**src/rtl/mem_arb_pkg.sv**
```systemverilog
// -----------------------------------------------------------------------------
// mem_arb_pkg
// Shared types and constants for the two-port memory arbiter (mem_arbiter)
// and its round-robin picker (rr_pick2).
// Ports: none (package).
// Related build macro: MEM_ARB_ADDR_CHECK_EN (consumed by mem_arbiter).
// -----------------------------------------------------------------------------
package mem_arb_pkg;

  localparam int DATA_W_DEF = 32;
  localparam int ADDR_W_DEF = 32;
  localparam int DEPTH_DEF  = 32;

  typedef enum logic [1:0] {
    ST_IDLE   = 2'd0,
    ST_ACCESS = 2'd1,
    ST_RESP   = 2'd2
  } arb_state_e;

  // Requester id: 0 = CPU load/store path, 1 = loader/debug/DMA path.
  typedef logic req_id_t;

  // Latched request payload. Field widths follow the package defaults, so a
  // top-level width override must be matched by a change here.
  typedef struct packed {
    logic                  write;
    logic [ADDR_W_DEF-1:0] addr;
    logic [DATA_W_DEF-1:0] wdata;
  } mem_req_t;

  function automatic req_id_t other_id(input req_id_t id);
    return ~id;
  endfunction

endpackage

```
**src/rtl/mem_arbiter_rr_pick2.sv**
```systemverilog
// -----------------------------------------------------------------------------
// rr_pick2
// Purely combinational 2-way round-robin picker.
// Ports:
//   valid[1:0]  in   request pending per id
//   last        in   id served most recently
//   grant_valid out  at least one request pending
//   grant_id    out  chosen id; on a tie the id that was not served last
// -----------------------------------------------------------------------------
module rr_pick2
  import mem_arb_pkg::*;
(
  input  logic [1:0] valid,
  input  req_id_t    last,
  output logic       grant_valid,
  output req_id_t    grant_id
);

  always_comb begin
    grant_valid = |valid;
    grant_id    = 1'b0;
    case (valid)
      2'b01:   grant_id = 1'b0;
      2'b10:   grant_id = 1'b1;
      2'b11:   grant_id = other_id(last);
      default: grant_id = 1'b0;
    endcase
  end

endmodule

```
**src/rtl/mem_arbiter.sv**
```systemverilog
// -----------------------------------------------------------------------------
// mem_arbiter
// Two-port arbiter/sequencer in front of a single-ported data memory. One
// request is accepted at a time (valid/ready), the memory port is driven for
// exactly one cycle, and a registered response strobe goes back to the winner.
// Handshake in cycle N, memory access in N+1, response in N+2.
//
// Optional build macro: MEM_ARB_ADDR_CHECK_EN
//   defined   - latched addresses >= DEPTH suppress the memory write and
//               answer with RSP_ERR=1, RSP_RDATA=0 (same timing).
//   undefined - no range check, RSP*_ERR is always 0.
//
// Ports:
//   CLK, RST_N                 clock, synchronous active-low reset
//   REQx_VALID/WRITE/ADDR/WDATA requester x request payload (x = 0, 1)
//   REQx_READY                 request accepted this cycle (combinational)
//   RSPx_VALID                 one-cycle response strobe
//   RSPx_RDATA, RSPx_ERR       response data (0 for writes) and address error
//   MEM_WRITE/ADRESS/WDATA     memory write enable, address, write data
//   MEM_RDATA                  memory read data (combinational from memory)
// -----------------------------------------------------------------------------
module mem_arbiter
  import mem_arb_pkg::*;
#(
  parameter int DATA_W = DATA_W_DEF,
  parameter int ADDR_W = ADDR_W_DEF,
  parameter int DEPTH  = DEPTH_DEF
) (
  input  logic              CLK,
  input  logic              RST_N,

  input  logic              REQ0_VALID,
  input  logic              REQ0_WRITE,
  input  logic [ADDR_W-1:0] REQ0_ADDR,
  input  logic [DATA_W-1:0] REQ0_WDATA,
  output logic              REQ0_READY,
  output logic              RSP0_VALID,
  output logic [DATA_W-1:0] RSP0_RDATA,
  output logic              RSP0_ERR,

  input  logic              REQ1_VALID,
  input  logic              REQ1_WRITE,
  input  logic [ADDR_W-1:0] REQ1_ADDR,
  input  logic [DATA_W-1:0] REQ1_WDATA,
  output logic              REQ1_READY,
  output logic              RSP1_VALID,
  output logic [DATA_W-1:0] RSP1_RDATA,
  output logic              RSP1_ERR,

  output logic              MEM_WRITE,
  output logic [ADDR_W-1:0] MEM_ADRESS,
  output logic [DATA_W-1:0] MEM_WDATA,
  input  logic [DATA_W-1:0] MEM_RDATA
);

  arb_state_e        state_q, state_d;
  req_id_t           last_q, last_d;
  req_id_t           id_q, id_d;
  mem_req_t          req_q, req_d;
  logic [DATA_W-1:0] rdata0_q, rdata0_d;
  logic [DATA_W-1:0] rdata1_q, rdata1_d;
  logic              err0_q, err0_d;
  logic              err1_q, err1_d;

  logic              grant_valid;
  req_id_t           grant_id;
  logic              addr_err;
  logic [DATA_W-1:0] capture_data;

  rr_pick2 u_pick (
    .valid       ({REQ1_VALID, REQ0_VALID}),
    .last        (last_q),
    .grant_valid (grant_valid),
    .grant_id    (grant_id)
  );

`ifdef MEM_ARB_ADDR_CHECK_EN
  assign addr_err = (req_q.addr >= ADDR_W'(DEPTH));
`else
  assign addr_err = 1'b0;
`endif

  // ---------------------------------------------------------------------------
  // FSM: state register
  // ---------------------------------------------------------------------------
  always_ff @(posedge CLK) begin
    if (!RST_N) begin
      state_q <= ST_IDLE;
    end else begin
      state_q <= state_d;
    end
  end

  // ---------------------------------------------------------------------------
  // FSM: next state. READY is only offered to a requester whose VALID is high,
  // so a grant in IDLE is always a handshake.
  // ---------------------------------------------------------------------------
  always_comb begin
    state_d = state_q;
    case (state_q)
      ST_IDLE:   if (grant_valid) state_d = ST_ACCESS;
      ST_ACCESS: state_d = ST_RESP;
      ST_RESP:   state_d = ST_IDLE;
      default:   state_d = ST_IDLE;
    endcase
  end

  // ---------------------------------------------------------------------------
  // FSM: outputs
  // ---------------------------------------------------------------------------
  always_comb begin
    REQ0_READY = 1'b0;
    REQ1_READY = 1'b0;
    if (state_q == ST_IDLE && grant_valid) begin
      REQ0_READY = (grant_id == 1'b0);
      REQ1_READY = (grant_id == 1'b1);
    end

    // The memory writes whenever the enable is high, so it is qualified by
    // RST_N as well: an access abandoned by reset never lands in memory.
    MEM_WRITE  = (state_q == ST_ACCESS) && req_q.write && !addr_err && RST_N;
    MEM_ADRESS = req_q.addr;
    MEM_WDATA  = req_q.wdata;

    RSP0_VALID = (state_q == ST_RESP) && (id_q == 1'b0);
    RSP1_VALID = (state_q == ST_RESP) && (id_q == 1'b1);
    RSP0_RDATA = rdata0_q;
    RSP1_RDATA = rdata1_q;
    RSP0_ERR   = err0_q;
    RSP1_ERR   = err1_q;
  end

  // ---------------------------------------------------------------------------
  // Datapath next values: latch on handshake, capture read data at the end of
  // ACCESS, update the round-robin pointer as the response goes out.
  // ---------------------------------------------------------------------------
  always_comb begin
    req_d        = req_q;
    id_d         = id_q;
    last_d       = last_q;
    rdata0_d     = rdata0_q;
    rdata1_d     = rdata1_q;
    err0_d       = err0_q;
    err1_d       = err1_q;
    capture_data = '0;

    if (state_q == ST_IDLE && grant_valid) begin
      id_d = grant_id;
      if (grant_id == 1'b0) begin
        req_d.write = REQ0_WRITE;
        req_d.addr  = REQ0_ADDR;
        req_d.wdata = REQ0_WDATA;
      end else begin
        req_d.write = REQ1_WRITE;
        req_d.addr  = REQ1_ADDR;
        req_d.wdata = REQ1_WDATA;
      end
    end

    if (state_q == ST_ACCESS) begin
      // Writes and out-of-range accesses return zero data.
      capture_data = (req_q.write || addr_err) ? '0 : MEM_RDATA;
      if (id_q == 1'b0) begin
        rdata0_d = capture_data;
        err0_d   = addr_err;
      end else begin
        rdata1_d = capture_data;
        err1_d   = addr_err;
      end
    end

    if (state_q == ST_RESP) begin
      last_d = id_q;
    end
  end

  always_ff @(posedge CLK) begin
    if (!RST_N) begin
      req_q    <= '0;
      id_q     <= 1'b0;
      last_q   <= 1'b1;   // requester 0 wins the first tie
      rdata0_q <= '0;
      rdata1_q <= '0;
      err0_q   <= 1'b0;
      err1_q   <= 1'b0;
    end else begin
      req_q    <= req_d;
      id_q     <= id_d;
      last_q   <= last_d;
      rdata0_q <= rdata0_d;
      rdata1_q <= rdata1_d;
      err0_q   <= err0_d;
      err1_q   <= err1_d;
    end
  end

endmodule

```
**config.mk**
```make
export PLATFORM = sky130hd
export DESIGN_NAME = mem_arbiter
export DESIGN_NICKNAME = d
export VERILOG_FILES = /design/src/rtl/mem_arb_pkg.sv /design/src/rtl/mem_arbiter_rr_pick2.sv /design/src/rtl/mem_arbiter.sv
export SDC_FILE = /design/constraint.sdc
export NUM_CORES = 1
export LEC_CHECK = 0
export ABC_AREA = 1
export BUFFER_PORTS_ARGS = -buffer_cell sky130_fd_sc_hd__buf_4
export CAP_MARGIN = 20
export CORE_ASPECT_RATIO = 0.8
export CORE_MARGIN = 2
export CORE_UTILIZATION = 48
export CTS_BUF_LIST = sky130_fd_sc_hd__clkbuf_8
export DETAILED_ROUTE_END_ITERATION = 10
export PLACE_DENSITY = 0.85
export SYNTH_ARGS = -nofsm -noshare
export SYNTH_HDL_FRONTEND = slang
export SYNTH_SLANG_ARGS = --single-unit
export TNS_END_PERCENT = 30
```
**constraint.sdc**
```tcl
create_clock -name CLK -period 1.4 [get_ports CLK]
set_input_delay 0 -clock CLK [delete_from_list [all_inputs] [get_ports CLK]]
set_output_delay 0 -clock CLK [all_outputs]
set_load 0.02 [all_outputs]
```
After elaboration in Yosys (flattened, before gate mapping):

Index checks and enable logic that the tools add are counted.

* register bits after elaboration: 133
* bits of input ports: 166
* word-level logic and storage cells: 32
* output and inout port bits: 135

* bitwise logic cells: 3
* mux-type cells: 7
* reductions and logical operators: 9
* eq/ne operators: 5

Operator list (count)
* $mux 65: 1
* $mux 32: 1
* $eq 2x2->1 const B: 3
* $logic_and 1x1->1: 5
* $pmux 2 s2: 1
* $reduce_and 2->1: 2
* $not 1->1: 3
* $eq 2x1->1 const B: 1
* $logic_not 2->1: 1
* $mux 1: 2
* $mux 2: 1
* $ne 2x2->1 const B: 1
* $pmux 1 s2: 1
* $reduce_or 2->1: 1

Depth between registers and ports, before layout:

Gate-level depths: netlist of the first run.

* depth in word-level cells: 4
* depth in mapped cells: 8
* mapped depth without buffers: 6

By module:

From an unflattened synthesis of the first run, not the netlist that was laid out.

* cell total of the unflattened synthesis: 1192
* area total of the unflattened synthesis: 6988.0 µm²

By module, submodules not included
* mem_arbiter: area each 6972.9 µm², instances 1, cells each 1189, seq. area each 2662.6 µm²
* rr_pick2: area each 15.0 µm², instances 1, cells each 3, seq. area each 0.0 µm²

Least setup slack after synthesis of the first run:

Ideal clock, no wire load.

* path type: register -> register
* from: reg state_q[1]
* to: reg req_q (netlist bit MEM_ADRESS[0])
* required time: 1268 ps
* arrival time: 965 ps
* path buffers: 2
* path slack: 303 ps
* setup time: 132 ps
* clock period less this slack: 1097 ps
* cell stages (with the launch flop): 7
* cells stage by stage: dfxtp_1 -> nor2_1 -> o21ai_2 -> buf_4 -> buf_4 -> nand2_1 -> a21oi_1

* cells in the longest elaborated chain, start to end: 2

RTL lines
* start, declared: RTL line mem_arbiter.sv:56 `arb_state_e state_q, state_d;`
* start signal, assigned: RTL line mem_arbiter.sv:90 `state_q <= state_d;`
* $logic_not 2->1: RTL line mem_arbiter.sv:147 `if (state_q == ST_IDLE && grant_valid) begin`
* $logic_and 1x1->1: RTL line mem_arbiter.sv:147
* end signal, assigned: RTL line mem_arbiter.sv:187 `req_q <= req_d;`
* end, declared: RTL line mem_arbiter.sv:59 `mem_req_t req_q, req_d;`

Every way passes these cells.
A chain may end at the register's enable or synchronous reset.

Worst setup path in the final report of the first run:

* from: reg last_q
* to: reg req_q (netlist bit MEM_WDATA[4])

* cells in the longest elaborated chain, start to end: 3

RTL lines
* start, declared: RTL line mem_arbiter.sv:57 `req_id_t last_q, last_d;`
* start signal, assigned: RTL line mem_arbiter.sv:189 `last_q <= last_d;`
* $not 1->1: RTL line mem_arb_pkg.sv:32 `return ~id;`
* $pmux 1 s2: RTL line mem_arbiter_rr_pick2.sv:22 `case (valid)`
* $mux 65: RTL line mem_arbiter.sv:149 `if (grant_id == 1'b0) begin`

Every way passes these cells.

==> results of run 1 <==
-- area by class of cell --
type	count	area share
Clock buffer	18	0.02372
Clock inverter	14	0.01450
Timing Repair Buffer	490	0.4140
Multi-Input combinational cell	631	0.2569
Tap cell	175	0.02097
Sequential cell	133	0.2557
Inverter	39	0.01426
-- through the flow --
stage | total power, W | instance area (µm²) | util | setup slack, ns | hold slack [ns]
4_1_cts | 0.01034 | 10340 | 0.8095 | -0.02882 | 0.02793
6_report | 0.01054 | 10440 | 0.8173 | -0.003796 | 0.08025
2_1_floorplan | 0.005792 | 6266 | - | 0.3029 | 0.1625
3_5_place_dp | 0.006677 | 8192 | 0.6411 | 0.1510 | 0.3002
3_3_place_gp | 0.006637 | 8192 | 0.6411 | 0.1660 | 0.2883
5_1_grt | 0.01097 | 10440 | 0.8173 | -0.05894 | 0.06411
-- Yosys cell counts --
master / number
o21ai_1: 1
conb_1: 1
or2_2: 1
inv_1: 35
inv_2: 4
o21ai_0: 63
o21ai_2: 1
nand2_1: 269
dfxtp_1: 133
nor2_2: 2
nor3_1: 1
buf_2: 28
clkbuf_1: 22
nand3_1: 65
buf_4: 80
nor2_1: 154
a21oi_1: 72
-- flip-flops by register name (all words and copies together), names as in the netlist --
| signal | cells |
|---|---|
| last_q | 1 |
| state_q | 2 |
| req_q | 1 |
| MEM_WDATA | 32 |
| id_q | 1 |
| RSP1_RDATA | 32 |
| MEM_ADRESS | 32 |
| RSP0_RDATA | 32 |
-- power groups by stage --
stage | clock (W) | sequential (W) | combinational (W)
after CTS | 0.00327 | 0.00423 | 0.00284
after global placement | 0 | 0.00430 | 0.00234
after detailed placement | 0 | 0.00430 | 0.00237
final | 0.00323 | 0.00425 | 0.00306
after floorplan | 0 | 0.00442 | 0.00137
after global routing | 0.00345 | 0.00428 | 0.00323
-- cells in the final DEF (no fill, tap or decap), types with 4 or more instances in the layout --
| cell type | n |
|---|---|
| buf_4 | 307 |
| nand2_1 | 266 |
| dlygate4sd3_1 | 163 |
| nor2_1 | 151 |
| dfxtp_1 | 129 |
| a21oi_1 | 71 |
| nand3_1 | 65 |
| o21ai_0 | 63 |
| inv_1 | 35 |
| clkbuf_8 | 18 |
| buf_12 | 12 |
| buf_6 | 5 |
| inv_2 | 4 |
| clkinvlp_4 | 4 |
-- per-layer routing --
layer	part of all wire	vias up	wire, µm
li1	-	3607	-
met5	0	-	0
met4	0.070	0	1821
met1	0.35	3596	9218
met3	0.088	177	2296
met2	0.49	543	12660
-- worst max-delay path, cell delays in order (launching register included) --
cell and delay (ns):
dfxtp_2 0.36, nand2_4 0.07, nand2_4 0.07, buf_12 0.25
nand2_1 0.17, nand2_1 0.12, nand2_1 0.06, a21oi_1 0.19
-- how the worst max path moves through the flow --
| stage | to | cells after the start | start | slack (ns) |
|---|---|---|---|---|
| 3_5_place_dp | RSP0_RDATA[29] | 7 | state_q[1] | 0.15 |
| 2_1_floorplan | MEM_ADRESS[0] | 6 | state_q[1] | 0.30 |
| 3_3_place_gp | RSP0_RDATA[29] | 7 | state_q[1] | 0.17 |
| 5_1_grt | RSP0_VALID | 4 | state_q[1] | -0.06 |
| 6_report | MEM_WDATA[4] | 7 | last_q | -0.004 |
| 4_1_cts | REQ0_READY | 5 | state_q[0] | -0.03 |
-- kinds of logic after synthesis --
kind of cell | count (synthesis) | share of synthesized area
flip-flops | 133 | 0.4252
AND/OR/NAND/NOR | 492 | 0.3093
other | 1 | 0.0005988
buffers and inverters | 169 | 0.1548
AO/OA/AOI/OAI | 137 | 0.1101
-- what timing repair did --
action | in CTS | in global routing
hold buffers | 163 | 0
endpoints found under the hold margin | 128 | 0
setup buffers | 4 | 3
resized for setup | 10 | 15
setup endpoints to repair | 5 | 50
cloned | 2 | 1
pin swaps | 1 | 1
==> impl_metrics.py, run 1 <==
metrics = {
    "clock_tree": {
        "h-tree-depth": 4,
        "cts_inserted_buffers": 17,
        "clk_pin_slew_ns": 0.09,
        "cts_tree": "yes",
        "clock_path_buffers": 2,
        "clockRootBuffer": "clkbuf_8",
        "clk_latency_ns": 0.42,
        "clock_sinks": 133,
    },
    "synth": {
        "synth_warnings": 0,
        "synth.area.top_cells": "dfxtp_1 43%, nand2_1 16%, buf_4 9.6%",
        "synth_top_area_share": 0.4252,
        "synth-seq-area-share": 0.4252,
        "avgSynthCellArea_um2": 6.719,
        "synth_cell_type_count": 17,
        "synth_seq_cells": 133,
        "synth_top_cell_by_area": "dfxtp_1",
        "synth_cells": 932,
        "syn_area_um2": 6262,
    },
    "detailed_routing": {
        "vias": 7923,
        "ant_nets": 0,
        "via_per_inst": 5.282,
        "dr.first_iter.drc_count": 777,
        "drt-total-wl_um": 26000,
        "drc": 0,
        "drt_pass1_iterations": 8,
        "wl_per_cell_um": 17.33,
    },
    "sta": {
        "fin_setup_tns_ns": -0.003796,
        "setup_violations": 1,
        "worst_clock_skew_ns": 0.01394,
        "post-route-worst-setup-slack_ns": -0.003796,
        "fmax_mhz": 712.4,
        "finalMaxSlewViolations": 0,
        "rsz0062_at_grt": "true",
        "post-route-period-util": 1.003,
        "finalHoldViolations": 0,
        "period_needed_ns": 1.404,
    },
    "floorplanning": {
        "die_area_um2": 13980,
        "coreArea_um2": 12780,
        "initial_utilization": 0.4901,
        "die_w_um": 131.7,
        "ios": 301,
        "row_count": 37,
        "die_h_um": 106.2,
    },
    "placed_design": {
        "place_congestion": 0.8072,
        "hpwl_um": 12800,
        "dp.cells": 1295,
        "port_buffers": 298,
    },
    "final_layout": {
        "multi_input_area_um2": 2683,
        "diodes": 0,
        "drive_gt1_frac": 0.2853,
        "stdcell_count": 1500,
        "fin_nets": 1478,
        "fillCellCount": 726,
        "seq_area_um2": 2670,
        "syn2layout_area_growth_pct": 66.75,
    },
    "run_status": {
        "violations": "negative setup slack",
        "outcome": "finished, violations left",
    },
    "global_route": {
        "grt.total_usage": 0.3631,
        "antenna_found_initial": 0,
        "gr-usage-met2": 0.6197,
        "grt_pass1_wl_um": 41060,
        "globalRouteMet3Util": 0.1044,
        "grt_most_used_layer": "met2",
        "met1_usage": 0.3916,
        "grt_max_degree": 58,
        "overflow": 0,
        "grt_pass1_vias": 8115,
    },
    "worst_setup_path": {
        "cp_max_fo": 57,
        "r2r_cells": 7,
        "r2r-start": "last_q",
        "crit_type": "reg2reg",
        "cp.arrival_ns": 1.74,
        "reg2reg_setup_slack_ns": -0.004,
        "r2r_end": "MEM_WDATA[4]",
        "crit_path_end_kind": "register",
        "required_ns": 1.73,
        "start_kind": "register",
    },
    "power_and_ir_drop": {
        "peakVddDrop_uv": 734.3,
        "combPwrFrac": 0.290,
        "p_leak_nw": 5.254,
        "p_sw_frac": 0.3207,
        "seqPwrFrac": 0.403,
        "p_clk_frac": 0.307,
        "switchingPower_w": 0.003381,
        "p_int_w": 0.007160,
        "pwr_density_cell_nw_per_um2": 1009,
    },
    "min_path": {
        "min_to": "MEM_WDATA[27]",
        "worstHoldStart": "REQ0_VALID",
        "hold_class": "in2reg",
        "min_path_cells": 5,
    },
    "job": {
        "max_cap_violations": 0,
    },
}
Note: power is estimated with default switching activity, not from simulation.
==> run 2, diff against run 1 <==
--- a/config.mk
+++ b/config.mk
@@ -13,6 +13,7 @@
 export CORE_UTILIZATION = 48
 export CTS_BUF_LIST = sky130_fd_sc_hd__clkbuf_8
 export DETAILED_ROUTE_END_ITERATION = 10
+export MAX_ROUTING_LAYER = met4
 export PLACE_DENSITY = 0.85
 export SYNTH_ARGS = -nofsm -noshare
 export SYNTH_HDL_FRONTEND = slang
==> impl_metrics.py, run 2 (same netlist as run 1, synthesis figures left out) <==
metrics = {
    "worst_setup_path": {
        "required_ns": 1.73,
        "r2r-start": "state_q[1]",
        "reg2reg_setup_slack_ns": -0.02,
        "r2r_end": "MEM_ADRESS[16]",
        "crit_type": "reg2reg",
        "crit_path_end_kind": "register",
        "cp_slowest_stage_delay_ns": 0.34,
        "start_kind": "register",
        "r2r_cells": 7,
        "cp_slowest_cell": "dfxtp_2",
        "cp_max_fo": 16,
        "cp.arrival_ns": 1.75,
        "crit_chain": "nor2_4, o21ai_4, buf_4, inv_4, clkbuf_16, nand2_1, a21oi_1",
    },
    "detailed_routing": {
        "dr.first_iter.drc_count": 774,
        "ant_nets": 0,
        "wl_met1_um": 9407,
        "dr_wl_met3_um": 2381,
        "drt-total-wl_um": 26340,
        "via_per_inst": 5.324,
        "highest_layer": "met4",
        "drt_pass1_iterations": 6,
        "wl_met2_um": 12750,
        "drc": 0,
        "vias": 7997,
        "wl_per_cell_um": 17.53,
    },
    "global_route": {
        "overflow": 0,
        "grt_max_degree": 58,
        "grt.total_usage": 0.3736,
        "grt_pass1_wl_um": 41010,
        "grt_pass1_vias": 8135,
        "antenna_found_initial": 0,
    },
    "floorplanning": {
        "die_area_um2": 13980,
        "row_count": 37,
        "die_h_um": 106.2,
        "die_w_um": 131.7,
        "ios": 301,
        "initial_utilization": 0.4901,
        "coreArea_um2": 12780,
    },
    "clock_tree": {
        "clk_pin_slew_ns": 0.08,
        "cts_inserted_buffers": 17,
        "clk_latency_ns": 0.43,
        "clock_path_buffers": 2,
        "h-tree-depth": 4,
        "cts_tree": "yes",
        "clockRootBuffer": "clkbuf_8",
        "clock_sinks": 133,
    },
    "power_and_ir_drop": {
        "p_int_w": 0.007178,
        "p_sw_frac": 0.3217,
        "seqPwrFrac": 0.402,
        "p_leak_nw": 5.272,
        "p_clk_frac": 0.306,
        "switchingPower_w": 0.003405,
        "peakVddDrop_uv": 734.6,
        "total_power_w": 0.01058,
        "pwr_density_cell_nw_per_um2": 1011,
        "combPwrFrac": 0.292,
    },
    "sta": {
        "period_needed_ns": 1.416,
        "rsz0062_at_grt": "true",
        "finalHoldViolations": 0,
        "whs_ns": 0.05771,
        "worst_clock_skew_ns": 0.01460,
        "setup_violations": 1,
        "post-route-worst-setup-slack_ns": -0.01614,
        "fmax_mhz": 706.1,
        "post-route-period-util": 1.012,
        "finalMaxSlewViolations": 0,
    },
    "final_layout": {
        "diodes": 0,
        "most-common-layout-cells": "309 x buf_4, 266 x nand2_1, 163 x dlygate4sd3_1, 151 x nor2_1, 129 x dfxtp_1",
        "syn2layout_area_growth_pct": 67.19,
        "layout_commonest_cell": "buf_4",
        "drive_gt1_frac": 0.2864,
        "fin_nets": 1480,
        "postLayoutCellArea_um2": 10470,
    },
    "min_path": {
        "worstHoldStart": "REQ0_VALID",
        "min_to": "MEM_WDATA[20]",
        "min_path_cells": 5,
        "hold_class": "in2reg",
    },
    "placed_design": {
        "place_congestion": 0.8189,
        "placed_cell_area_um2": 8192,
        "hpwl_um": 12800,
        "port_buffers": 298,
    },
    "run_status": {
        "violations": "negative setup slack",
        "outcome": "finished, violations left",
    },
    "job": {
        "max_cap_violations": 0,
    },
}
run 2: layout make-up:
type | count | area [µm²]
repair buffers | 492 | 4352
multi-input cells | 631 | 2681
clock buffers | 18 | 247.7
flip-flops and latches | 133 | 2670
inverters | 39 | 148.9
well taps | 175 | 219.0
fillers | 722 | 2307
clock inverters | 14 | 151.4
run 2: how the worst max path moves through the flow:
stage | slack [ns] | startpoint | cells past startpoint | endpoint
2_1_floorplan | 0.30 | state_q[1] | 6 | MEM_ADRESS[0]
3_3_place_gp | 0.17 | state_q[1] | 7 | RSP0_RDATA[29]
3_5_place_dp | 0.15 | state_q[1] | 7 | RSP0_RDATA[29]
4_1_cts | -0.03 | state_q[0] | 5 | REQ0_READY
5_1_grt | -0.05 | state_q[1] | 7 | MEM_ADRESS[16]
6_report | -0.02 | state_q[1] | 7 | MEM_ADRESS[16]
run 2: per-layer routing:
layer  up-vias  GRT usage
li1       3612          -
met1      3617     0.3922
met2       588     0.6197
met3       180     0.1001
met4         0     0.2601
met5         -          -
run 2: worst max-delay path, delay by kind of cell, from the launching register on:
family                 cells  cell delay [ns]
DFF                        1             0.34
buffers and inverters      3             0.47
and+or+nand+nor            2             0.21
AOI/OAI and AO/OA          2             0.31
run 2: what timing repair did:
action | 4_1_cts | 5_1_grt
endpoints found under the hold margin | 128 | 0
gates resized for setup | 10 | 14
hold buffers | 163 | 0
pin swaps | 1 | 1
endpoints found under the setup margin | 5 | 49
buffers inserted | 4 | 4
gates cloned | 2 | 2
run 2: power by group through the flow:
stage	Sequential [W]	Combinational [W]	Clock, W
floorplan	0.00442	0.00137	0
global placement	0.00430	0.00234	0
detailed placement	0.00430	0.00237	0
CTS	0.00423	0.00284	0.00327
global route	0.00428	0.00327	0.00345
finish	0.00425	0.00309	0.00324
run 2: metrics by stage:
| stage | instances | utilization | setup TNS [ns] | worst slack, ns |
|---|---|---|---|---|
| 6_report | 1502 | 0.8194 | -0.01614 | -0.01614 |
| 5_1_grt | 1502 | 0.8194 | -0.2690 | -0.05443 |
| 4_1_cts | 1496 | 0.8095 | -0.02882 | -0.02882 |
| 3_5_place_dp | 1295 | 0.6411 | 0 | 0.1510 |
| 3_3_place_gp | 1295 | 0.6411 | 0 | 0.1660 |
| 2_1_floorplan | 933 | - | 0 | 0.3029 |
==> run 3, diff against run 2 <==
--- a/config.mk
+++ b/config.mk
@@ -10,12 +10,13 @@
 export CAP_MARGIN = 20
 export CORE_ASPECT_RATIO = 0.8
 export CORE_MARGIN = 2
-export CORE_UTILIZATION = 48
+export CORE_UTILIZATION = 50
 export CTS_BUF_LIST = sky130_fd_sc_hd__clkbuf_8
 export DETAILED_ROUTE_END_ITERATION = 10
 export MAX_ROUTING_LAYER = met4
 export PLACE_DENSITY = 0.85
 export SYNTH_ARGS = -nofsm -noshare
 export SYNTH_HDL_FRONTEND = slang
+export SYNTH_HIERARCHICAL = 1
 export SYNTH_SLANG_ARGS = --single-unit
 export TNS_END_PERCENT = 30
==> impl_metrics.py, run 3 <==
metrics = {
    "run_status": {
        "outcome": "finished, violations left",
        "violations": "negative setup slack",
    },
    "sta": {
        "whs_ns": 0.04472,
        "fmax_mhz": 710.0,
        "worst_clock_skew_ns": 0.01955,
        "finalMaxSlewViolations": 0,
        "fin_setup_tns_ns": -0.008425,
        "rsz0062_at_grt": "true",
        "post-route-worst-setup-slack_ns": -0.008400,
        "period_needed_ns": 1.408,
        "post-route-period-util": 1.006,
        "worst_slew_pin_slew_ns": 0.9329,
        "finalHoldViolations": 0,
        "relSlewSlack": 0.3760,
        "setup_violations": 2,
    },
    "worst_setup_path": {
        "start_kind": "register",
        "cp_slowest_stage_delay_ns": 0.35,
        "path_common_cell": "inv_2",
        "crit_chain": "a21oi_4, inv_2, buf_12, nand3_4, inv_2, buf_6",
        "required_ns": 1.40,
        "crit_type": "reg2out",
        "r2r_cells": 7,
        "cp_max_fo": 4,
        "r2r_end": "MEM_WDATA[19]",
        "crit_path_end_kind": "primary output",
        "r2r-start": "last_q",
        "cp.arrival_ns": 1.41,
        "reg2reg_setup_slack_ns": 0,
        "cp_slowest_cell": "dfxtp_2",
    },
    "synth": {
        "synth_top_cell_by_area": "dfxtp_1",
        "synth_cell_type_count": 17,
        "yosysMostFrequentCell": "nand2_1",
        "synth_cells": 1192,
        "synth_common_cells": "457 x nand2_1, 294 x nor2_1, 171 x inv_1, 133 x dfxtp_1, 69 x buf_4",
        "ys_async_sr_fraction": 0,
        "synth.area.top_cells": "dfxtp_1 38%, nand2_1 25%, nor2_1 16%",
        "avgSynthCellArea_um2": 5.862,
        "syn_area_um2": 6988,
        "synth_edf_count": 0,
        "synth_seq_cells": 133,
        "synth-seq-area-share": 0.3810,
        "synth_top_area_share": 0.3810,
        "synth_warnings": 6,
        "synthFlopType": "dfxtp_1",
    },
    "detailed_routing": {
        "ant_nets": 0,
        "via_per_inst": 4.859,
        "drt_pass1_iterations": 6,
        "drc": 0,
        "drt-total-wl_um": 27050,
        "dr.first_iter.drc_count": 760,
        "wl_per_cell_um": 15.22,
        "vias": 8635,
    },
    "global_route": {
        "met1_usage": 0.3382,
        "overflow": 0,
        "grt_pass1_wl_um": 39320,
        "grt_pass1_vias": 8450,
        "globalRouteMet3Util": 0.1033,
        "antenna_found_initial": 1,
        "grt_max_degree": 65,
        "grt.total_usage": 0.3479,
        "gr-usage-met2": 0.5872,
        "grt_most_used_layer": "met2",
    },
    "min_path": {
        "worstHoldStart": "RST_N",
        "min_path_cells": 3,
        "hold_class": "in2reg",
        "min_to": "last_q",
    },
    "floorplanning": {
        "die_h_um": 109.7,
        "coreArea_um2": 13600,
        "row_count": 38,
        "ios": 301,
        "die_w_um": 136.2,
        "initial_utilization": 0.5139,
        "die_area_um2": 14940,
    },
    "power_and_ir_drop": {
        "peakVddDrop_uv": 645.6,
        "pwr_density_cell_nw_per_um2": 958.0,
        "p_leak_nw": 6.391,
        "total_power_w": 0.01078,
    },
    "final_layout": {
        "syn2layout_area_growth_pct": 61.00,
        "drive_gt1_frac": 0.2462,
        "most-common-layout-cells": "447 x nand2_1, 311 x buf_4, 284 x nor2_1, 170 x inv_1, 165 x dlygate4sd3_1",
        "fin_nets": 1750,
        "layout_commonest_cell": "nand2_1",
        "stdcell_count": 1777,
    },
    "clock_tree": {
        "clk_latency_ns": 0.43,
        "clock_sinks": 133,
        "cts_inserted_buffers": 17,
        "clockRootBuffer": "clkbuf_8",
        "clock_path_buffers": 2,
        "h-tree-depth": 4,
        "cts_tree": "yes",
        "clk_pin_slew_ns": 0.08,
    },
    "job": {
        "max_cap_violations": 0,
    },
    "placed_design": {
        "place_congestion": 0.8701,
        "dp.cells": 1566,
        "port_buffers": 298,
        "hpwl_um": 13460,
    },
}
run 3: metrics by stage:
step	instance area, µm²	util	setup WS [ns]
4_1_cts	11040	0.8122	-0.01295
6_report	11250	0.8274	-0.008400
2_1_floorplan	6992	-	0.1899
3_5_place_dp	8914	0.6555	0.1125
3_3_place_gp	8914	0.6555	0.1481
5_1_grt	11250	0.8274	-0.08252
run 3: how the worst max path moves through the flow:
stage	start	endpoint	slack [ns]	cells after the start
2_1_floorplan	last_q	MEM_ADRESS[0]	0.19	8
3_3_place_gp	last_q	MEM_WDATA[30]	0.15	6
3_5_place_dp	last_q	MEM_ADRESS[10]	0.11	6
4_1_cts	last_q	REQ0_READY	-0.01	6
5_1_grt	last_q	MEM_WDATA[9]	-0.08	8
6_report	last_q	REQ0_READY	-0.008	6
run 3: worst max-delay path, delay by kind of cell (launching register included):
kind	cells	cell delay, ns
buf+inv	4	0.38
compound gates	1	0.19
flops	1	0.35
simple gates	1	0.06
run 3: cell families (layout without fill, tap and decap cells):
family	count (synthesis)	after routing	synth area share
AND/OR/NAND/NOR	761	761	0.4125
buffers and inverters	295	698	0.2045
flip-flops	133	133	0.3810
AO/OA/AOI/OAI	2	2	0.001432
other	1	3	0.0005366
run 3: what timing repair did:
action                                  4_1_cts  5_1_grt
endpoints found under the setup margin        3       68
hold buffers                                165        0
setup buffers                                 7        3
resized for setup                            12       42
pin swaps                                     3       13
gates cloned                                  2        3
endpoints found under the hold margin       129        0
run 3: cell type report:
cell class	count	area (µm²)
inverter	171	644.4
antenna	1	2.502
sequential	133	2671
tap	180	225.2
fill	824	2347
multi-input combinational	765	3008
timing repair buffer	496	4380
clock inverter	13	71.32
clock buffer	18	247.7
run 3: layer usage:
metal	vias to the layer above	routed length [µm]
li1	4101	-
met1	3850	9718
met2	495	13150
met3	189	2282
met4	0	1894
met5	-	0
run 3: report_power, final:
| part | switching, W | internal, W |
|---|---|---|
| Combinational | 0.00204 | 0.00168 |
| Clock | 0.00146 | 0.00122 |
| Sequential | 0.000234 | 0.00415 |
| Total | 0.00373 | 0.00705 |
